[config.mk]
export PLATFORM = sky130hd
export DESIGN_NAME = mux_n_pipe_flat
export DESIGN_NICKNAME = d
export VERILOG_FILES = /design/src/rtl/mux_n_pipe_if.sv /design/src/rtl/mux_n_pipe.sv /design/src/flat_wrapper.sv
export SDC_FILE = /design/constraint.sdc
export NUM_CORES = 1
export LEC_CHECK = 0
export BUFFER_PORTS_ARGS = -buffer_cell sky130_fd_sc_hd__buf_2
export CAP_MARGIN = 0
export CORE_MARGIN = 8
export CORE_UTILIZATION = 47
export CTS_BUF_LIST = sky130_fd_sc_hd__clkbuf_8
export DETAILED_ROUTE_END_ITERATION = 10
export GPL_TIMING_DRIVEN = 0
export HOLD_SLACK_MARGIN = 0.12
export PLACE_DENSITY = 0.84
export REMOVE_ABC_BUFFERS = 1
export SYNTH_ARGS = -nofsm -noshare
export SYNTH_HDL_FRONTEND = slang
export SYNTH_SLANG_ARGS = --single-unit
[constraint.sdc]
create_clock -name clk -period 1.9 [get_ports clk]
set_input_delay 0.38 -clock clk [delete_from_list [all_inputs] [get_ports clk]]
set_output_delay 0.38 -clock clk [all_outputs]
set_load 0.02 [all_outputs]
[src/rtl/mux_n_pipe_if.sv]
// Bus bundle for mux_n_pipe: producer side (In/Sel/in_valid/in_ready),
// consumer side (Out/out_valid/out_ready) and the sticky sel_err flag.
interface mux_n_pipe_if #(
  parameter int WIDTH = 32,
  parameter int N     = 3,
  parameter int SEL_W = 2
);
  // Handshake: a beat transfers on a rising edge where valid && ready.
  // in_ready and out_valid come from registered state only, so neither side
  // ever sees a combinational path through the block; the producer holds
  // In/Sel/in_valid stable until the beat is accepted.
  logic [N*WIDTH-1:0] In;
  logic [SEL_W-1:0]   Sel;
  logic               in_valid;
  logic               in_ready;
  logic [WIDTH-1:0]   Out;
  logic               out_valid;
  logic               out_ready;
  logic               sel_err;

  modport master (
    output In, Sel, in_valid, out_ready,
    input  in_ready, Out, out_valid, sel_err
  );

  modport slave (
    input  In, Sel, in_valid, out_ready,
    output in_ready, Out, out_valid, sel_err
  );
endinterface

[src/rtl/mux_n_pipe.sv]
// N-input select mux behind a two-entry skid buffer (OREG + SREG).
// Optional sticky illegal-select flag enabled by MUX_N_PIPE_SEL_ERR_EN.
module mux_n_pipe #(
  parameter int WIDTH = 32,
  parameter int N     = 3,
  parameter int SEL_W = 2
) (
  input  logic             clk,
  input  logic             rst,
  mux_n_pipe_if.slave      bus,
  output logic [1:0]       dbg_state
);

  typedef enum logic [1:0] {
    EMPTY = 2'd0,
    ONE   = 2'd1,
    TWO   = 2'd2
  } state_t;

  state_t           state, state_n;
  logic [WIDTH-1:0] oreg, sreg, last_legal;
  logic [WIDTH-1:0] pick;
  logic             sel_legal;
  logic             accept, pop;
  logic             load_o, load_s, o_from_s;

  // Illegal selects fall back to the last legal data, resolved at accept time.
  always_comb begin
    pick      = last_legal;
    sel_legal = 1'b0;
    for (int k = 0; k < N; k++) begin
      if (bus.Sel == SEL_W'(k)) begin
        pick      = bus.In[k*WIDTH +: WIDTH];
        sel_legal = 1'b1;
      end
    end
  end

  assign bus.in_ready  = (state != TWO);
  assign bus.out_valid = (state != EMPTY);
  assign bus.Out       = oreg;
  assign dbg_state     = state;

  assign accept = bus.in_valid && bus.in_ready;
  assign pop    = bus.out_valid && bus.out_ready;

  always_comb begin
    state_n  = state;
    load_o   = 1'b0;
    load_s   = 1'b0;
    o_from_s = 1'b0;
    unique case (state)
      EMPTY: begin
        if (accept) begin
          load_o  = 1'b1;
          state_n = ONE;
        end
      end
      ONE: begin
        if (accept && pop) begin
          load_o = 1'b1;
        end else if (accept) begin
          load_s  = 1'b1;
          state_n = TWO;
        end else if (pop) begin
          state_n = EMPTY;
        end
      end
      TWO: begin
        if (pop) begin
          o_from_s = 1'b1;
          state_n  = ONE;
        end
      end
      default: state_n = EMPTY;
    endcase
  end

  always_ff @(posedge clk) begin
    if (rst) begin
      state      <= EMPTY;
      oreg       <= '0;
      sreg       <= '0;
      last_legal <= '0;
    end else begin
      state <= state_n;
      if (load_o)        oreg <= pick;
      else if (o_from_s) oreg <= sreg;
      if (load_s)        sreg <= pick;
      if (accept && sel_legal) last_legal <= pick;
    end
  end

`ifdef MUX_N_PIPE_SEL_ERR_EN
  logic sel_err_q;

  always_ff @(posedge clk) begin
    if (rst) begin
      sel_err_q <= 1'b0;
    end else if (accept && !sel_legal) begin
      sel_err_q <= 1'b1;
    end
  end

  assign bus.sel_err = sel_err_q;
`else
  assign bus.sel_err = 1'b0;
`endif

endmodule

[src/flat_wrapper.sv]
// flat-port wrapper written by rule: the top's interface ports become plain ports
module mux_n_pipe_flat 
#(
  parameter int WIDTH = 32,
  parameter int N     = 3,
  parameter int SEL_W = 2
)
  (clk, rst, dbg_state, bus_In, bus_Sel, bus_in_valid, bus_out_ready, bus_in_ready, bus_Out, bus_out_valid, bus_sel_err);
  mux_n_pipe_if #(.WIDTH(WIDTH), .N(N), .SEL_W(SEL_W)) bus_i ();
  input  logic clk;
  input  logic rst;
  output logic [1:0] dbg_state;
  input wire logic [$bits(bus_i.In)-1:0] bus_In;
  input wire logic [$bits(bus_i.Sel)-1:0] bus_Sel;
  input wire logic [$bits(bus_i.in_valid)-1:0] bus_in_valid;
  input wire logic [$bits(bus_i.out_ready)-1:0] bus_out_ready;
  output wire logic [$bits(bus_i.in_ready)-1:0] bus_in_ready;
  output wire logic [$bits(bus_i.Out)-1:0] bus_Out;
  output wire logic [$bits(bus_i.out_valid)-1:0] bus_out_valid;
  output wire logic [$bits(bus_i.sel_err)-1:0] bus_sel_err;
  assign bus_i.In = bus_In;
  assign bus_i.Sel = bus_Sel;
  assign bus_i.in_valid = bus_in_valid;
  assign bus_i.out_ready = bus_out_ready;
  assign bus_in_ready = bus_i.in_ready;
  assign bus_Out = bus_i.Out;
  assign bus_out_valid = bus_i.out_valid;
  assign bus_sel_err = bus_i.sel_err;
  mux_n_pipe #(.WIDTH(WIDTH), .N(N), .SEL_W(SEL_W)) u_core (.clk(clk), .rst(rst), .bus(bus_i), .dbg_state(dbg_state));
endmodule
; ---- After elaboration in Yosys (flattened, before gate mapping)
; Index checks and enable logic that the tools add are counted.
[op_classes]
add_sub_neg = 0
multipliers = 0
div_mod_pow = 0
n_lt_le_gt_ge = 0
n_eq_ne = 9
n_shift = 0
n_mux = 21
bitwise_logic = 0
n_reduce_logical = 9
[op_table]
columns = cell, n
row1 = 2-to-1 mux 32 bit, 5
row2 = 2-to-1 mux 2 bit, 5
row3 = 2-to-1 mux 1 bit, 9
row4 = one-hot mux 2 bit (3 select lines), 1
row5 = equality test 2 x 1 -> 1 bit (second input constant), 2
row6 = equality test 2 bit (second input constant), 2
row7 = logical AND 1 bit, 4
row8 = zero test 2 bit, 2
row9 = != test 2 x 1 -> 1 bit (second input constant), 2
row10 = != test 2 bit (second input constant), 2
row11 = AND reduction 4 bit, 1
row12 = nonzero test 2 bit, 2
row13 = != test 3 x 1 -> 1 bit (second input constant), 1
row14 = one-hot mux 1 bit (2 select lines), 1
[word_totals]
regBits = 98
latch_bits = 0
ramBits = 0
mem_bits_ro = 0
inputBits = 102
n_memories = 0

; ---- Depth between registers and ports, before layout
; Gate-level depths: netlist of run 1.
[logic_depth]
word_depth = 6
ltp_mapped = 7
ltp_nobuf = 3

; ---- Worst setup path after synthesis of run 1
; No wires, ideal clock.
[synth_timing]
path_kind = input port to flip-flop
startpoint = in bus_Sel[1]
endpoint = reg u_core.oreg[11], in the netlist u_core.bus.Out[11]
arrival_ns = 1.634
setup_slack_ns = 0.144
cell_stages = 5
path_cell_list = buf_2 clkbuf_1 mux4_2 and3_1 a221o_1
[synth_via]
elab_chain_cells = 5
[synth_lines]
columns = element, line
row1 = from (decl), flat_wrapper.sv:14  ; input wire logic [$bits(bus_i.Sel)-1:0] bus_Sel;
row2 = zero test 2 bit, mux_n_pipe.sv:32  ; if (bus.Sel == SEL_W'(k)) begin
row3 = 2-to-1 mux 32 bit (2 in a row), mux_n_pipe.sv:32
row4 = 2-to-1 mux 32 bit *, mux_n_pipe.sv:32
row5 = 2-to-1 mux 32 bit *, mux_n_pipe.sv:87  ; if (load_o) oreg <= pick;
row6 = to (signal assigned), mux_n_pipe.sv:87
row7 = to (signal assigned), mux_n_pipe.sv:88  ; else if (o_from_s) oreg <= sreg;
row8 = to (decl), mux_n_pipe.sv:21  ; logic [WIDTH-1:0] oreg, sreg, last_legal;
; Every way passes the cells marked *; elsewhere a longest branch is shown, timed or not.
; A chain may end at the register's enable or synchronous reset.

; ---- Final worst setup path of run 1
[layout_timing]
startpoint = reg u_core.state[0], in the netlist u_core.dbg_state[0]
endpoint = reg u_core.last_legal[0]
[layout_via]
elab_chain_cells = 3
[layout_lines]
columns = element, line
row1 = from (decl), mux_n_pipe.sv:20  ; state_t state, state_n;
row2 = from (signal assigned), mux_n_pipe.sv:86  ; state <= state_n;
row3 = != test 2 bit, mux_n_pipe.sv:39  ; assign bus.in_ready = (state != TWO);
row4 = logical AND 1 bit, mux_n_pipe.sv:44  ; assign accept = bus.in_valid && bus.in_ready;
row5 = logical AND 1 bit, mux_n_pipe.sv:90  ; if (accept && sel_legal) last_legal <= pick;
row6 = to (signal assigned), mux_n_pipe.sv:90
row7 = to (decl), mux_n_pipe.sv:21
; No other way between the ends.

==> results.json, run 1 <==
{
  "finish.instance_area_um2": 5230,
  "worstPathArrival_ps": 1980,
  "crit_chain": "nand2b_1 -> a31oi_4 -> buf_16 -> a22o_2",
  "io_buffers": 137,
  "dpl.hpwl_um": 7980,
  "die_w_um": 110,
  "preCtsSetupSlack_ps": -960,
  "startpoint": "u_core.dbg_state[0]",
  "multi_input_area_um2": 2110,
  "viasPerCell": 6.22,
  "rsz0062_at_grt": "no",
  "placed_cells": 532,
  "yosysWarnings": 0,
  "ctsHoldBuffers": 0,
  "max-cap-violations": 0,
  "period_share_pct": 92.4,
  "reg2reg_depth": 4,
  "period_needed_ps": 1760,
  "async_reset_ff_share_pct": 0,
  "drtPass1Iterations": 4,
  "cellPowerDensity_nw_per_um2": 810,
  "grt_max_degree": 35,
  "worstSetupPathType": "flip-flop to flip-flop",
  "synth_cell_types": 28,
  "synth_commonest_cells": "98 x dfxtp_1, 40 x a22o_2, 32 x a221o_1, 32 x and3_1, 29 x mux4_2",
  "finalNetCount": 542,
  "drive_gt1_share_pct": 54.8,
  "rows": 34,
  "route.detailed.drc": 0,
  "clk_pin_slew_ps": 90,
  "grt_pass1_vias": 3716,
  "area_growth_pct": 25.4,
  "worst_hold_path_type": "input pin to flip-flop",
  "cpLargestDelayFamily": "compound AO/OA/AOI/OAI gates",
  "cpPeakStageDelay_ps": 500,
  "critPathLaunchType": "flip-flop",
  "stdcell_count": 553,
  "ys_ff_latch": 98,
  "setup_viol": 0,
  "dpl_cell_area_um2": 4940,
  "worst_setup_path_end_kind": "flip-flop",
  "initial_utilization_pct": 48.0,
  "synth-edff-count": 0,
  "fin_ws_ps": 144,
  "num_vias": 3440,
  "cts.sinks": 98,
  "io_pins": 139,
  "worst_pin_slew_ps": 671,
  "grt_pass1_wl_um": 18800,
  "netlist_top_cells_area": "dfxtp_1 47%, mux4_2 16%, a22o_2 9.6%",
  "min_path_cells": 2,
  "ir_worst_vdd_v": 0.000472,
  "cts_made_buffers": 9,
  "syn_area_per_cell_um2": 13.2,
  "regArea_um2": 1960,
  "wl_um": 11900,
  "yosysTopAreaCell": "dfxtp_1",
  "ant_nets": 0,
  "fmax_mhz": 570,
  "fp.dieH_um": 110,
  "synth_top_flop_cell": "dfxtp_1",
  "num_antenna_cells": 0,
  "core_area_um2": 8680,
  "cts_tree": "done",
  "critPathBufInv": 1,
  "worstHoldStart": "bus_out_ready",
  "crit_path_top_delay_cell": "dfxtp_2",
  "dieArea_um2": 12100,
  "p_leak_nw": 2.38,
  "overflow": 0,
  "status": "finished, final reports clean",
  "maxSlewViolCount": 0,
  "clockBufferDepth": 2,
  "cp_max_fo": 18,
  "grt_usage_pct": 19.4,
  "clock_skew_ps": 15.5,
  "n_fill_cell": 736,
  "root_buffer": "clkbuf_8",
  "synth.most_common_cell": "dfxtp_1",
  "yosysTopAreaCellShare_pct": 47.1,
  "avgRoutedWirePerCell_um": 21.6,
  "r2r_start": "u_core.dbg_state[0]",
  "worstSetupPathDepth": 4,
  "finalHoldViolations": 0,
  "antenna_found_initial": 0,
  "yosysSeqAreaShare_pct": 47.1,
  "place.gp.congestion": 0.684,
  "critPathRequiredTime_ps": 2120,
  "synth_area_um2": 4170,
  "drt_iter0_markers": 152,
  "htree_levels": 3,
  "synthCells": 317,
  "maxSlewHeadroom_pct": 55.2,
  "insertion_delay_ps": 340,
  "hold_slack_ps": 306
}
-- power by group --
group | internal (W) | switching, W | leakage (nW)
Sequential | 0.00217 | 0.0000735 | 0.800
Clock | 0.000543 | 0.000698 | 0.0942
Combinational | 0.000371 | 0.000376 | 1.49
Total | 0.00308 | 0.00115 | 2.38
-- per-stage QoR --
step	total power (W)	utilization, %	TNS [ps]
final	0.00423	60.2	0
after global routing	0.00441	60.2	0
after CTS	0.00424	59.9	0
after detailed placement	0.00301	57.0	-82860
after global placement	0.00294	55.2	-238970
after floorplan	0.00268	-	-96370
-- what timing repair did --
action                     in CTS  in global routing
gates resized for setup         9                  4
buffers inserted                4                  0
setup endpoints to repair      96                 82
pin swaps                       3                  0
cloned                          0                  1
-- area by class of cell --
class,instances,share of cell area [%]
inverters,1,0.0718
repair buffers,147,15.9
well taps,108,2.59
flip-flops and latches,98,37.6
clock buffers,11,2.90
clock inverters,5,0.599
multi-input cells,183,40.3
-- cells in the final DEF (no fill, tap or decap), types with 2 or more instances in the layout --
| master | count |
|---|---|
| buf_8 | 3 |
| clkinvlp_4 | 2 |
| a22o_2 | 40 |
| and3_1 | 32 |
| buf_4 | 4 |
| mux4_2 | 29 |
| clkbuf_8 | 11 |
| a221o_1 | 32 |
| inv_1 | 3 |
| dfxtp_2 | 2 |
| mux4_1 | 3 |
| buf_6 | 3 |
| a31oi_4 | 3 |
| dfxtp_1 | 96 |
| nand2_1 | 3 |
| buf_2 | 135 |
| a22o_1 | 24 |
-- flip-flops by register name, summed over array words and instances, names as in the netlist --
signal             cells
u_core.dbg_state       2
u_core.sreg           32
u_core.bus.Out        32
u_core.last_legal     32
-- path summary, 6_finish.rpt --
kind / end / slack, ps
worst max register to register: u_core.last_legal[0] / 140
worst max-delay path: u_core.last_legal[0] / 140
worst min-delay path: u_core.dbg_state[1] / 310
worst min register to register: u_core.bus.Out[26] / 480
-- metal layers --
metal,GRT usage [%],wire (um),vias to the layer above
met5,0,0,-
met4,5.80,190,0
met3,4.13,862,21
met2,32.1,5890,140
met1,24.9,5000,1729
li1,-,-,1550
-- cell families (layout without fill, tap and decap cells) --
kind of cell,after synthesis,count (layout),share of synthesized area [%]
other cells,1,1,0.0899
mux,32,32,17.6
buf+inv,37,164,4.77
compound gates,103,104,23.6
flops,98,98,47.1
simple gates,46,46,6.87
Note: power is estimated with default switching activity, not from simulation.
==> run 2: changes to the inputs <==
- CTS_BUF_LIST: sky130_fd_sc_hd__clkbuf_8 -> sky130_fd_sc_hd__clkbuf_2 sky130_fd_sc_hd__clkbuf_4 sky130_fd_sc_hd__clkbuf_8
==> run 2 against run 1 <==
Net effect:
- combinational power barely moved
- clock-buffer cell count rose by 2
- first-iteration DRC count rose by 2.6%
- clock skew barely moved
- via count barely moved
- power rose by 0.95%
- sequential cell count did not move
- critical endpoint unchanged
- largest power group unchanged
==> results.json, run 2 (same netlist as run 1, synthesis figures left out) <==
{
  "status": "finished, final reports clean",
  "io_pins": 139,
  "dpl.hpwl_um": 7980,
  "cellPowerDensity_nw_per_um2": 816,
  "grt_usage_pct": 19.4,
  "p_clk_share_pct": 30.0,
  "min_path_cells": 2,
  "rsz0062_at_grt": "no",
  "fp.dieH_um": 110,
  "clockBufferDepth": 2,
  "p_int_w": 0.00312,
  "num_vias": 3443,
  "finalHoldViolations": 0,
  "core_area_um2": 8680,
  "ant_nets": 0,
  "worst_pin_slew_ps": 670,
  "dieArea_um2": 12100,
  "critPathRequiredTime_ps": 2120,
  "regArea_um2": 1960,
  "grt_max_degree": 35,
  "fin_setup_tns_ps": 0,
  "cts.sinks": 98,
  "critPathLaunchType": "flip-flop",
  "ir_worst_vdd_v": 0.000489,
  "worstPathArrival_ps": 1980,
  "finalNetCount": 542,
  "setup_viol": 0,
  "initial_utilization_pct": 48.0,
  "worstHoldStart": "bus_out_ready",
  "htree_levels": 3,
  "overflow": 0,
  "fmax_mhz": 570,
  "cts_tree": "done",
  "clock_skew_ps": 15.7,
  "worst_setup_path_end_kind": "flip-flop",
  "avgRoutedWirePerCell_um": 21.7,
  "preCtsSetupSlack_ps": -960,
  "route.detailed.drc": 0,
  "multi_input_area_um2": 2110,
  "maxSlewHeadroom_pct": 55.3,
  "fin_ws_ps": 146,
  "worstSetupPathType": "flip-flop to flip-flop",
  "hold_slack_ps": 307,
  "place.gp.congestion": 0.684,
  "root_buffer": "clkbuf_8",
  "grt_pass1_wl_um": 18800,
  "viasPerCell": 6.23,
  "drt_iter0_markers": 156,
  "layout_commonest_cell": "buf_2",
  "rows": 34,
  "max-cap-violations": 0,
  "n_fill_cell": 736,
  "period_share_pct": 92.3,
  "combPwrFrac_pct": 17.5,
  "reg2reg_depth": 4,
  "io_buffers": 137,
  "p_seq_share_pct": 52.5,
  "final_cell_mix": "135 x buf_2, 96 x dfxtp_1, 40 x a22o_2",
  "r2r_end": "u_core.last_legal[0]",
  "wl_um": 12000,
  "reg2reg_slack_ps": 150,
  "clk_pin_slew_ps": 80,
  "drtPass1Iterations": 4,
  "die_w_um": 110,
  "ctsHoldBuffers": 0,
  "p_leak_nw": 2.38,
  "worst_hold_path_type": "input pin to flip-flop",
  "area_growth_pct": 25.5,
  "p_sw_share_pct": 26.9,
  "maxSlewViolCount": 0,
  "cts_made_buffers": 9,
  "netSwitchingPower_w": 0.00115,
  "grt_pass1_vias": 3716,
  "r2r_start": "u_core.dbg_state[0]",
  "num_antenna_cells": 0,
  "power_w": 0.00427,
  "hold-path-endpoint": "u_core.dbg_state[1]",
  "drive_gt1_share_pct": 55.3,
  "antenna_found_initial": 0,
  "cp_max_fo": 18,
  "crit_path_top_delay_cell": "dfxtp_2",
  "insertion_delay_ps": 340,
  "cpPeakStageDelay_ps": 500,
  "crit_chain": "nand2b_1 -> a31oi_4 -> buf_16 -> a22o_2",
  "period_needed_ps": 1750
}
-- run 2: cell count changes in the layout (fill, tap and decap cells not counted), sizes merged --
cell / previous run / this run
inv: 3 / 1
clkbuf: 11 / 13
-- run 2: stage by stage --
stage	area, um^2	utilization (%)	std cells
2_1_floorplan	3970	-	281
3_3_place_gp	4790	55.2	526
3_5_place_dp	4940	57.0	532
4_1_cts	5200	60.0	552
5_1_grt	5230	60.3	553
6_report	5230	60.3	553
-- run 2: power by group through the flow --
stage	registers (W)	logic [W]	clock network (W)
2_1_floorplan	0.00233	0.000344	0
3_3_place_gp	0.00228	0.000663	0
3_5_place_dp	0.00228	0.000723	0
4_1_cts	0.00224	0.000740	0.00130
5_1_grt	0.00226	0.000805	0.00139
6_report	0.00224	0.000748	0.00128
-- run 2: routing by layer --
metal	routed length (um)	up-vias	part of all wire, %	global-route usage, %
met5	0	-	0	0
met4	200	0	1.7	5.80
met3	851	23	7.1	4.13
met2	5900	137	49	32.1
met1	5030	1732	42	24.9
li1	-	1551	-	-
-- run 2: worst max-delay path by stage --
stage,from,endpoint,cells after the start
final,u_core.dbg_state[0],u_core.last_legal[0],4
after global routing,u_core.dbg_state[0],u_core.bus.Out[19],4
after CTS,bus_Sel[0],u_core.bus.Out[20],4
after detailed placement,bus_Sel[0],u_core.last_legal[4],4
after global placement,rst,u_core.sreg[28],4
after floorplan,u_core.dbg_state[1],u_core.sreg[0],3
-- run 2: final cells by class --
type	count	area share, %
clock buffers	13	3.18
clock inverters	3	0.454
inverters	1	0.0717
multi-input cells	183	40.3
flip-flops and latches	98	37.5
well taps	108	2.58
repair buffers	147	15.9
-- run 2: timing repair --
action | 4_1_cts | 5_1_grt
endpoints found under the setup margin | 96 | 82
pin swaps | 3 | 0
gates resized for setup | 9 | 4
setup buffers | 4 | 0
gates cloned | 0 | 1
-- run 2: worst max-delay path, delay by kind of cell, from the launching register on --
family,cells,cell delay [ps]
compound gates,2,570
simple gates,1,300
buf+inv,1,260
flops,1,500
